<file path="src/rtl/instruction_fetch_unit.sv">
// Instruction fetch: owns the PC, drives instruction memory, hides its 1-cycle read latency
// and hands {instruction, pc} to decode through a 2-entry skid buffer with redirect/flush.
module instruction_fetch_unit #(
  parameter int DATA_LENGTH = 32,
  parameter int MEM_LENGTH  = 32,
  parameter int RESET_PC    = 0,
  localparam int AW = $clog2(MEM_LENGTH)
) (
  input  logic                   clk,
  input  logic                   rst,
  output logic [AW-1:0]          address,
  input  logic [DATA_LENGTH-1:0] return_data,
  input  logic                   redirect_valid,
  input  logic [AW-1:0]          redirect_address,
  output logic                   instr_valid,
  input  logic                   instr_ready,
  output logic [DATA_LENGTH-1:0] instr_data,
  output logic [AW-1:0]          instr_pc
);

  typedef enum logic [1:0] {BOOT, FETCH, FLUSH} state_t;

  localparam logic [AW-1:0] LAST_ADDR   = AW'(MEM_LENGTH - 1);
  localparam logic [AW-1:0] START_ADDR  = AW'(RESET_PC);
  localparam logic [AW:0]   MEM_LEN_EXT = (AW+1)'(MEM_LENGTH);

  state_t                 state;
  logic                   in_flight;
  logic [AW-1:0]          in_flight_pc;
  logic                   head_valid, tail_valid;
  logic [DATA_LENGTH-1:0] head_data, tail_data;
  logic [AW-1:0]          head_pc, tail_pc;

  logic                   pop;
  logic [1:0]             occupancy;
  logic [1:0]             slots_used;
  logic                   can_issue;
  logic [AW-1:0]          next_pc;
  logic [AW-1:0]          redirect_target;

  logic                   nxt_head_valid, nxt_tail_valid;
  logic [DATA_LENGTH-1:0] nxt_head_data, nxt_tail_data;
  logic [AW-1:0]          nxt_head_pc, nxt_tail_pc;

  assign instr_valid = head_valid;
  assign instr_data  = head_data;
  assign instr_pc    = head_pc;

  // Issue only when the word we launch now is guaranteed a buffer slot on arrival.
  assign pop        = head_valid & instr_ready;
  assign occupancy  = {1'b0, head_valid} + {1'b0, tail_valid};
  assign slots_used = occupancy - {1'b0, pop} + {1'b0, in_flight};
  assign can_issue  = slots_used < 2'd2;

  assign next_pc         = (address == LAST_ADDR) ? '0 : address + 1'b1;
  assign redirect_target = ({1'b0, redirect_address} >= MEM_LEN_EXT)
                           ? redirect_address - MEM_LEN_EXT[AW-1:0]
                           : redirect_address;

  always_comb begin
    nxt_head_valid = head_valid;
    nxt_head_data  = head_data;
    nxt_head_pc    = head_pc;
    nxt_tail_valid = tail_valid;
    nxt_tail_data  = tail_data;
    nxt_tail_pc    = tail_pc;
    if (pop) begin
      nxt_head_valid = tail_valid;
      nxt_head_data  = tail_data;
      nxt_head_pc    = tail_pc;
      nxt_tail_valid = 1'b0;
    end
    if (in_flight) begin
      if (!nxt_head_valid) begin
        nxt_head_valid = 1'b1;
        nxt_head_data  = return_data;
        nxt_head_pc    = in_flight_pc;
      end else begin
        nxt_tail_valid = 1'b1;
        nxt_tail_data  = return_data;
        nxt_tail_pc    = in_flight_pc;
      end
    end
  end

  // A redirect wins over everything: drop the buffer and the word returning next cycle.
  always_ff @(posedge clk or posedge rst) begin
    if (rst) begin
      state        <= BOOT;
      address      <= START_ADDR;
      in_flight    <= 1'b0;
      in_flight_pc <= '0;
      head_valid   <= 1'b0;
      head_data    <= '0;
      head_pc      <= '0;
      tail_valid   <= 1'b0;
      tail_data    <= '0;
      tail_pc      <= '0;
    end else if (redirect_valid) begin
      state      <= FLUSH;
      address    <= redirect_target;
      in_flight  <= 1'b0;
      head_valid <= 1'b0;
      tail_valid <= 1'b0;
    end else begin
      head_valid <= nxt_head_valid;
      head_data  <= nxt_head_data;
      head_pc    <= nxt_head_pc;
      tail_valid <= nxt_tail_valid;
      tail_data  <= nxt_tail_data;
      tail_pc    <= nxt_tail_pc;
      case (state)
        BOOT, FLUSH: begin
          in_flight    <= 1'b1;
          in_flight_pc <= address;
          address      <= next_pc;
          state        <= FETCH;
        end
        default: begin
          in_flight <= can_issue;
          if (can_issue) begin
            in_flight_pc <= address;
            address      <= next_pc;
          end
        end
      endcase
    end
  end

  redirect_in_range: assert property (@(posedge clk) disable iff (rst)
    redirect_valid |-> ({1'b0, redirect_address} < MEM_LEN_EXT));

endmodule

</file>
<file path="config.mk">
export PLATFORM = sky130hd
export DESIGN_NAME = instruction_fetch_unit
export DESIGN_NICKNAME = d
export VERILOG_FILES = /design/src/rtl/instruction_fetch_unit.sv
export SDC_FILE = /design/constraint.sdc
export NUM_CORES = 1
export LEC_CHECK = 0
export CAP_MARGIN = 20
export CORE_ASPECT_RATIO = 1.75
export CORE_MARGIN = 3
export CORE_UTILIZATION = 46
export CTS_BUF_LIST = sky130_fd_sc_hd__clkbuf_4 sky130_fd_sc_hd__clkbuf_8
export DETAILED_ROUTE_END_ITERATION = 10
export DONT_BUFFER_PORTS = 1
export PLACE_DENSITY = 0.72
export SKIP_LAST_GASP = 1
export SYNTH_ARGS = -nofsm -noshare
export SYNTH_HDL_FRONTEND = slang
export SYNTH_SLANG_ARGS = --single-unit
</file>
<file path="constraint.sdc">
create_clock -name clk -period 3.4 [get_ports clk]
set_input_delay 1.02 -clock clk [delete_from_list [all_inputs] [get_ports clk]]
set_output_delay 1.02 -clock clk [all_outputs]
set_load 0.03 [all_outputs]
</file>
# Yosys cells after proc, flatten, opt, wreduce, memory -nomap -nowiden
# Cells that the tools add are included.
# word_totals
word_cells,49
in_bits,41
reg_bits,89
out_inout_bits,43
# op_classes
add_sub_neg,4
n_eq_ne,2
n_reduce_logical,7
muxes,23
bitwise,2
magnitude_cmp,1
# op_table
operator,count
2-to-1 mux 32 bit,3
2-to-1 mux 5 bit,9
2-to-1 mux 1 bit,9
adder 5 x 1 -> 5 bit (second input constant),1
equality test 5 bit (second input constant),1
2-to-1 mux 2 bit,2
nonzero test 2 bit,2
AND reduction 3 bit,1
nonzero test 3 bit,1
adder 1 x 1 -> 2 bit,1
adder 2 x 1 -> 2 bit,1
equality test 2 bit (second input constant),1
zero test 2 bit,1
less-than comparator 2 bit (second input constant),1
AND reduction 2 bit,1
OR reduction 2 bit,1
subtractor 2 x 1 -> 2 bit,1
AND 1 bit,1
NOT 1 bit,1

# Longest topological paths before layout
# Gate-level depths: netlist of the first run.
# depth
depth_word,7
depth_mapped,9
mapped_depth_nobuf,9

# Worst setup path before layout of the first run
# Ideal clock, no wire load.
# synth_timing
path_type,input to register
startpoint,input port instr_ready
endpoint,register in_flight_pc[0]
stages,9
required_ns,3.275
setup_ns,0.125
n_path_buf,0
setup_slack_ns,0.613
arrival_time_ns,2.663
path_cell_list,nand2_2 inv_1 ha_1 inv_1 ha_1 a21oi_4 xnor2_1 a21oi_2 mux2_2
# synth_between
elab_chain_len,6
# synth_rtl
item,line,text
"start, declared",16,"input logic instr_ready,"
AND 1 bit,50,assign pop = head_valid & instr_ready;
subtractor 2 x 1 -> 2 bit,52,"assign slots_used = occupancy - {1'b0, pop} + {1'b0, in_flight};"
adder 2 x 1 -> 2 bit,52,
less-than comparator 2 bit,53,assign can_issue = slots_used < 2'd2;
nonzero test 2 bit (no line),n/a,
AND reduction 2 bit (no line),n/a,
"end signal, assigned",115,in_flight_pc <= address;
"end signal, assigned",122,in_flight_pc <= address;
"end, declared",29,logic [AW-1:0] in_flight_pc;
# Every way passes these cells.
# A chain may end at the register's enable or synchronous reset.

# Worst setup path after layout of the first run
# layout_timing
startpoint,input port instr_ready
endpoint,register in_flight_pc[3]
# The elaborated chain is that of the path after synthesis.

==> results.py, run 1 <==
metrics = {
    "sta": {
        "min_period_ps": 2564,
        "setup_tns_ps": 0,
        "finalClockSkew_ps": 10.83,
        "maxSlewViolCount": 0,
        "fin_crit_sh_pct": 75.42,
        "rsz0062_at_grt": "no",
        "setup_viol": 0,
        "worst_pin_slew_ps": 763.7,
        "relSlewSlack_pct": 49.09,
        "max_freq_ghz": 0.3900,
        "hold_violations": 0,
    },
    "power_and_ir_drop": {
        "p_per_area_nw_per_um2": 726.4,
        "p_leak_nw": 2.099,
        "max-vdd-ir-drop_v": 0.0003783,
    },
    "setup_path": {
        "critical_path.max_fanout": 6,
        "cp-end-kind": "flop",
        "crit_required_ps": 3640,
        "critPathKind": "in2reg",
        "worstPathArrival_ps": 2800,
        "critical_path.startpoint_type": "input pin",
    },
    "floorplanning": {
        "num_rows": 43,
        "initial_core_util_pct": 47.93,
        "die_y_um": 126.9,
        "fp.dieW_um": 75.09,
        "ios": 84,
        "die_area_um2": 9529,
        "coreArea_um2": 8016,
    },
    "drt": {
        "drt-total-wl_mm": 7.741,
        "drt_first_pass_iters": 6,
        "drt_iter0_markers": 78,
        "ant_nets": 0,
        "vias_per_cell": 6.123,
        "via_count": 2235,
        "wire_per_inst_um": 21.21,
        "drc": 0,
    },
    "logic_synthesis": {
        "synth-seq-cells": 88,
        "synth_warnings": 0,
        "syn_nets": 313,
        "postSynthAreaPerCell_um2": 14.34,
        "netlist_instances": 268,
        "yosysSeqAreaShare_pct": 57.31,
        "synth.distinct_cells": 31,
        "synth_area_um2": 3842,
    },
    "place": {
        "dp_cells": 349,
        "portBuffers": 0,
        "gp_congestion": 0.7616,
        "hpwl_mm": 5.118,
    },
    "global_route": {
        "busiest_layer": "met2",
        "antenna_found_initial": 0,
        "met3_usage_pct": 4.837,
        "first_global_vias": 2481,
        "overflow": 0,
        "grt_use_met2_pct": 30.52,
        "use_met1_pct": 18.90,
        "grt_max_degree": 47,
        "grt_pass1_wl_mm": 12.37,
        "track_usage_pct": 17.35,
    },
    "hold_path": {
        "hp-class": "reg2reg",
    },
    "clocking": {
        "tritoncts": "yes",
        "cts.path.max_buffers": 2,
        "h-tree-depth": 3,
        "cts_setup_buffers": 0,
        "cts_resized": 0,
        "cts_hold_buf": 0,
        "clk_pin_slew_ps": 80,
        "cts_sinks": 88,
        "worstSkewPairLatency_ps": 350,
        "clockRootBuffer": "clkbuf_8",
        "numCtsBuffers": 9,
    },
    "layout": {
        "syn2layout_area_growth_pct": 6.057,
        "mostFrequentLayoutCells": "dfrtp_1, a21o_1, a22o_1",
        "num_antenna_cells": 0,
        "stdcell_count": 365,
        "final_common_cell": "dfrtp_1",
        "fillers": 684,
        "drive_above_1_share_pct": 26.91,
        "nNetsFinal": 315,
    },
    "run_status": {
        "status": "completed",
    },
    "run": {
        "drv_cap": 0,
    },
}
synth_stat cells:
cell type,n,share of area [%]
nand2_1,2,0.20
mux2i_4,1,0.59
nor3_2,1,0.26
nor3b_1,1,0.20
a22o_1,37,8.4
xnor2_1,1,0.23
buf_1,1,0.098
mux2_2,23,6.7
nand2b_1,1,0.16
and3_1,1,0.16
a21o_1,38,7.4
nor3_1,1,0.13
a21boi_2,1,0.29
nand3_1,2,0.26
nand2_2,1,0.16
mux2_4,19,7.4
buf_2,6,0.78
mux2i_1,4,1.0
a211oi_4,1,0.52
nor2_1,6,0.59
nor4_1,2,0.33
a32oi_1,2,0.46
a21oi_2,1,0.23
dfrtp_1,88,57
inv_1,7,0.68
a21oi_4,1,0.42
a21oi_1,4,0.52
ha_1,4,1.3
buf_6,9,2.6
o31ai_1,1,0.20
and3b_1,1,0.23
final cells by class:
| cell class | count | area [um2] | share of cell area [%] |
|---|---|---|---|
| Clock buffer | 11 | 145.1 | 3.562 |
| Clock inverter | 5 | 32.53 | 0.7983 |
| Inverter | 7 | 27.53 | 0.6755 |
| Multi-Input combinational cell | 157 | 1490 | 36.57 |
| Sequential cell | 88 | 2202 | 54.04 |
| Tap cell | 90 | 112.6 | 2.763 |
| Timing Repair Buffer | 7 | 65.06 | 1.597 |
kinds of logic (layout without fill, tap and decap cells):
group                    after synthesis  in the layout  synth area share [%]
AO/OA/AOI/OAI                         86             86                 18.50
XOR/XNOR                               1              1                0.2280
adder cells (fa/ha/maj)                4              4                 1.303
buffers and inverters                 23             30                 4.201
flip-flops                            88             88                 57.31
multiplexers                          47             47                 15.79
AND/OR/NAND/NOR                       19             19                 2.670
state kept, by name (all words and copies together), names as in the netlist:
| name | count |
|---|---|
| address | 5 |
| in_flight | 1 |
| in_flight_pc | 5 |
| instr_data | 32 |
| instr_pc | 5 |
| instr_valid | 1 |
| state | 1 |
| tail_data | 32 |
| tail_pc | 5 |
| tail_valid | 1 |
power breakdown:
group | leakage (nW) | switching (mW) | internal (mW) | total, mW
combinational | 0.932 | 0.184 | 0.344 | 0.529
clock | 0.0848 | 0.352 | 0.291 | 0.642
sequential | 1.08 | 0.455 | 1.33 | 1.79
total | 2.10 | 0.991 | 1.97 | 2.96
routing by layer:
metal	part of all wire [%]	wire length, um
met1	38	2904
met2	55	4294
met3	5.1	392
met4	1.9	150
met5	0	0
per-stage QoR:
step           total power [mW]  area (um2)  util [%]  hold slack, ps  setup slack (ps)
2_1_floorplan             2.209        3842         -           463.5             101.4
4_1_cts                   3.002        4075     50.83           514.2             828.6
6_report                  2.960        4075     50.83           509.0             835.7
3_3_place_gp              2.305        3897     48.62           482.8             514.2
3_5_place_dp              2.346        3897     48.62           496.5             455.0
5_1_grt                   3.130        4075     50.83           526.0             690.6
critical path, stage by stage:
cell and delay (ps):
nand2_2 90, inv_1 70, ha_1 270, inv_1 40, ha_1 300, a21oi_4 210
xnor2_1 100, a21oi_2 310, mux2_2 380
final timing paths:
check,from,to,slack [ps],cells past startpoint
worst max-delay path,instr_ready,in_flight_pc[3],840,9
worst min-delay path,in_flight_pc[4],instr_pc[4],510,1
worst max register to register,instr_valid,in_flight_pc[3],850,9
worst min register to register,in_flight_pc[4],instr_pc[4],510,1
max in group asynchronous,rst,tail_data[28],2040,2
min in group asynchronous,rst,instr_valid,650,1
No activity file was read; power rests on OpenSTA's default activity.
==> run 2: changes to the inputs <==
Settings changed: PLACE_DENSITY 0.72 to 0.7.
Clock period 3.4 ns to 2.6 ns, I/O delays scaled along.
==> run 2 against run 1 <==
Compared with the run above:
- global-route usage up 0.24 points
- core utilization up 0.59 points
- clock power up 45%
- combinational power up 32%
- first-iteration DRC count down 5.1%
- flip-flop and latch count unchanged
- sequential power up 30%
- routed wire length down 1.9%
- hold slack worse by 100 ps
- die area unchanged
- sequential share of layout area down 0.62 points
- critical path type is now reg2reg
- critical endpoint is now in_flight_pc[2]
==> results.py, run 2 (same netlist as run 1, synthesis figures left out) <==
metrics = {
    "setup_path": {
        "critPathTopFamily": "adder cells",
        "path_cells": "inv_1, ha_1, inv_1, ha_1, a21oi_4, xnor2_1, a21oi_2, mux2_2",
        "critical_path.max_fanout": 6,
        "worst-path-buf-inv": 2,
        "critPathKind": "reg2reg",
        "crit_required_ps": 2830,
        "reg2reg_slack_ps": 230,
        "critical_path.startpoint_type": "flop",
        "r2r_end": "in_flight_pc[2]",
        "r2r-start": "in_flight",
        "critical-path-slowest-cell": "dfrtp_1",
        "cp-end-kind": "flop",
        "worst-r2r-cell-count": 8,
        "worstPathArrival_ps": 2610,
        "max_stage_delay_ps": 460,
    },
    "sta": {
        "setup_viol": 0,
        "worst_pin_slew_ps": 473.8,
        "maxSlewViolCount": 0,
        "max_freq_ghz": 0.4211,
        "min_period_ps": 2375,
        "fin_ws_ps": 225.2,
        "rsz0062_at_grt": "no",
        "hold_violations": 0,
        "fin_crit_sh_pct": 91.34,
        "setup_tns_ps": 0,
        "relSlewSlack_pct": 68.41,
        "finalClockSkew_ps": 15.02,
        "holdWs_ps": 408.4,
    },
    "drt": {
        "via_count": 2229,
        "drt_first_pass_iters": 4,
        "wire_per_inst_um": 20.64,
        "drc": 0,
        "drt_iter0_markers": 74,
        "ant_nets": 0,
        "vias_per_cell": 6.057,
        "drt-total-wl_mm": 7.595,
    },
    "place": {
        "portBuffers": 0,
        "post_dp_cell_area_um2": 3923,
        "dp_cells": 352,
        "hpwl_mm": 4.931,
        "post-place-ws_ps": -45.72,
        "gp_congestion": 0.7177,
    },
    "clocking": {
        "cts_resized": 0,
        "tritoncts": "yes",
        "clk_pin_slew_ps": 90,
        "cts_hold_buf": 0,
        "clockRootBuffer": "clkbuf_8",
        "cts_sinks": 88,
        "worstSkewPairLatency_ps": 350,
        "cts_setup_buffers": 0,
        "cts.path.max_buffers": 2,
        "numCtsBuffers": 9,
        "h-tree-depth": 3,
    },
    "global_route": {
        "track_usage_pct": 17.60,
        "grt_pass1_wl_mm": 12.69,
        "grt_max_degree": 89,
        "overflow": 0,
        "first_global_vias": 2493,
        "antenna_found_initial": 0,
    },
    "floorplanning": {
        "coreArea_um2": 8016,
        "fp.dieW_um": 75.09,
        "die_area_um2": 9529,
        "die_y_um": 126.9,
        "ios": 84,
        "initial_core_util_pct": 47.93,
        "num_rows": 43,
    },
    "power_and_ir_drop": {
        "p_int_mw": 2.658,
        "p_switching_mw": 1.301,
        "power_frac_clock_pct": 23.6,
        "seq_power_share_pct": 58.8,
        "swShare_pct": 32.86,
        "power_mw": 3.960,
        "p_leak_nw": 2.123,
        "max-vdd-ir-drop_v": 0.0004358,
        "p_per_area_nw_per_um2": 960.4,
        "p_comb_share_pct": 17.6,
    },
    "layout": {
        "nNetsFinal": 318,
        "drive_above_1_share_pct": 27.70,
        "mostFrequentLayoutCells": "dfrtp_1, a21o_1, a22o_1",
        "finalInstanceArea_um2": 4123,
        "num_antenna_cells": 0,
        "stdcell_count": 368,
        "final_common_cell": "dfrtp_1",
        "syn2layout_area_growth_pct": 7.294,
        "fillers": 685,
        "post-route-util_pct": 51.43,
    },
    "run_status": {
        "status": "completed",
    },
    "hold_path": {
        "hp-class": "in2async",
    },
    "run": {
        "drv_cap": 0,
    },
}
==> run 2: power groups by stage <==
stage | clock network, mW | registers [mW] | logic (mW)
after floorplan | 0 | 2.27 | 0.618
after global placement | 0 | 2.34 | 0.676
after detailed placement | 0 | 2.36 | 0.701
after CTS | 0.975 | 2.33 | 0.710
after global routing | 1.04 | 2.38 | 0.777
final | 0.933 | 2.33 | 0.698
==> run 2: cell type report <==
| type | count | area [um2] | area share (%) |
|---|---|---|---|
| multi-input cells | 157 | 1490 | 36.15 |
| clock buffers | 10 | 131.4 | 3.187 |
| inverters | 7 | 30.03 | 0.7284 |
| repair buffers | 10 | 87.58 | 2.124 |
| flip-flops and latches | 88 | 2202 | 53.41 |
| well taps | 90 | 112.6 | 2.731 |
| clock inverters | 6 | 68.82 | 1.669 |
==> run 2: worst max path at each step <==
stage / startpoint / end / cells past startpoint
after detailed placement: instr_ready / in_flight_pc[2] / 9
after global placement: instr_ready / in_flight_pc[3] / 9
final: in_flight / in_flight_pc[2] / 8
after floorplan: instr_ready / in_flight_pc[0] / 9
after global routing: in_flight / in_flight_pc[2] / 8
after CTS: in_flight / in_flight_pc[2] / 8
==> run 2: per-layer routing <==
metal  share of wire (%)  track usage [%]  vias to the layer above
li1                    -                -                      996
met1                  39            19.75                     1166
met2                  53            30.16                       59
met3                 6.2            5.393                        8
met4                 1.5            6.918                        0
met5                   0                0                        -
==> run 3: changes to the inputs <==
Settings changed: CELL_PAD_IN_SITES_DETAIL_PLACEMENT set to 1, CELL_PAD_IN_SITES_GLOBAL_PLACEMENT set to 2, CORE_UTILIZATION 46 to 45, HOLD_SLACK_MARGIN set to 0.12, PLACE_DENSITY 0.7 to 0.91.
==> run 3 against run 2 <==
Compared with the run above:
- core utilization shrank 1.6 points
- non-clock buffer count grew 1
- final cell count grew 6.8%
- clock power shrank 9.4%
- first-iteration DRC count grew 61%
- flip-flop and latch count is the same
- register-to-register slack gained 20 ps
- critical path type unchanged
- largest power group unchanged
==> results.py, run 3 (same netlist as run 1, synthesis figures left out) <==
metrics = {
    "setup_path": {
        "critical_path.max_fanout": 6,
        "critical_path.startpoint_type": "flop",
        "path_cells": "inv_1, ha_1, inv_1, ha_1, a21oi_4, xnor2_1, a21oi_2, mux2_2",
        "max_stage_delay_ps": 480,
        "critPathKind": "reg2reg",
        "cp-end-kind": "flop",
        "crit_required_ps": 2840,
        "worstPathArrival_ps": 2590,
        "critical-path-slowest-cell": "dfrtp_1",
    },
    "clocking": {
        "clockRootBuffer": "clkbuf_8",
        "cts_sinks": 88,
        "clk_pin_slew_ps": 80,
        "cts_setup_buffers": 0,
        "h-tree-depth": 3,
        "tritoncts": "yes",
        "cts_resized": 0,
        "worstSkewPairLatency_ps": 350,
        "cts.path.max_buffers": 2,
        "cts_hold_buf": 0,
        "numCtsBuffers": 9,
    },
    "run": {
        "drv_cap": 0,
    },
    "floorplanning": {
        "initial_core_util_pct": 46.22,
        "die_area_um2": 9727,
        "ios": 84,
        "die_y_um": 128.2,
        "num_rows": 44,
        "coreArea_um2": 8313,
        "fp.dieW_um": 75.85,
    },
    "layout": {
        "drive_above_1_share_pct": 27.70,
        "syn2layout_area_growth_pct": 7.880,
        "num_antenna_cells": 0,
        "nNetsFinal": 319,
        "stdcell_count": 393,
        "final_common_cell": "dfrtp_1",
        "post-route-util_pct": 49.86,
        "seq_area_um2": 2202,
        "multi_input_area_um2": 1490,
        "mostFrequentLayoutCells": "dfrtp_1, a21o_1, a22o_1",
        "fillers": 819,
    },
    "drt": {
        "drc": 0,
        "drt_first_pass_iters": 4,
        "ant_nets": 0,
        "drt-total-wl_mm": 8.412,
        "vias_per_cell": 5.718,
        "wire_per_inst_um": 21.40,
        "drt_iter0_markers": 119,
        "via_count": 2247,
    },
    "global_route": {
        "grt_pass1_wl_mm": 13.42,
        "overflow": 0,
        "track_usage_pct": 18.38,
        "first_global_vias": 2674,
        "antenna_found_initial": 0,
        "grt_max_degree": 89,
    },
    "place": {
        "hpwl_mm": 5.686,
        "portBuffers": 0,
        "dp_cells": 378,
        "gp_congestion": 0.6955,
    },
    "sta": {
        "setup_viol": 0,
        "fin_crit_sh_pct": 90.55,
        "setup_tns_ps": 0,
        "relSlewSlack_pct": 47.00,
        "hold_violations": 0,
        "rsz0062_at_grt": "no",
        "finalClockSkew_ps": 4.850,
        "min_period_ps": 2354,
        "max_freq_ghz": 0.4248,
        "worst_pin_slew_ps": 792.5,
        "maxSlewViolCount": 0,
    },
    "power_and_ir_drop": {
        "p_leak_nw": 2.129,
        "p_per_area_nw_per_um2": 941.2,
        "max-vdd-ir-drop_v": 0.0004429,
    },
    "run_status": {
        "status": "completed",
    },
    "hold_path": {
        "hp-class": "in2async",
    },
}
==> run 3: cell types whose count changed in the layout (fill, tap and decap cells not counted) <==
cell        delta
bufinv_16      -1
clkbuf_4       -1
clkinvlp_4     -1
inv_6          -1
clkbuf_8       +2
buf_12         +1
clkinv_4       -2
clkinv_2       +3
==> run 3: layout make-up <==
type / instances / share of cell area [%]
repair buffers: 11 / 2.596
flip-flops and latches: 88 / 53.12
clock inverters: 4 / 0.4829
inverters: 7 / 0.7244
well taps: 115 / 3.471
clock buffers: 11 / 3.652
multi-input cells: 157 / 35.95
==> run 3: power breakdown <==
group,total (mW),leakage [nW],internal [mW],switching [mW]
clock network,0.845,0.0947,0.388,0.457
registers,2.34,1.08,1.74,0.597
logic,0.715,0.952,0.458,0.257
==> run 3: path summary, 6_finish.rpt <==
path	cells past startpoint	to	slack, ps	startpoint
setup reg to reg	8	in_flight_pc[3]	250	in_flight
hold / removal	2	instr_data[10]	400	rst
setup / recovery	8	in_flight_pc[3]	250	in_flight
min in group clk	1	instr_valid	490	redirect_valid
hold reg to reg	1	instr_pc[2]	500	in_flight_pc[2]
max in group asynchronous	2	in_flight_pc[2]	1790	rst
==> run 3: routing by layer <==
metal,up-vias,wire [um],GRT usage (%)
li1,995,-,-
met1,1185,3050,19.50
met2,56,4764,33.28
met3,11,479,5.259
met4,0,116,6.179
met5,-,0,0
==> run 3: critical path: cells and delay by family, from the launching register on <==
kind / cells / cell delay, ps
flops: 1 / 480
compound gates: 2 / 490
xor+xnor: 1 / 100
mux: 1 / 390
fa+ha+maj: 2 / 600
buf+inv: 2 / 170
==> run 3: through the flow <==
step           power (mW)  cell area (um2)  hold slack (ps)  setup WS [ps]
2_1_floorplan       2.889             3846            463.5          52.71
3_3_place_gp        3.023             3974            480.3          83.54
3_5_place_dp        3.097             3974            495.5         -18.16
4_1_cts             3.949             4145            424.8          241.4
5_1_grt             4.120             4145            443.7          73.89
6_report            3.901             4145            396.6          245.8
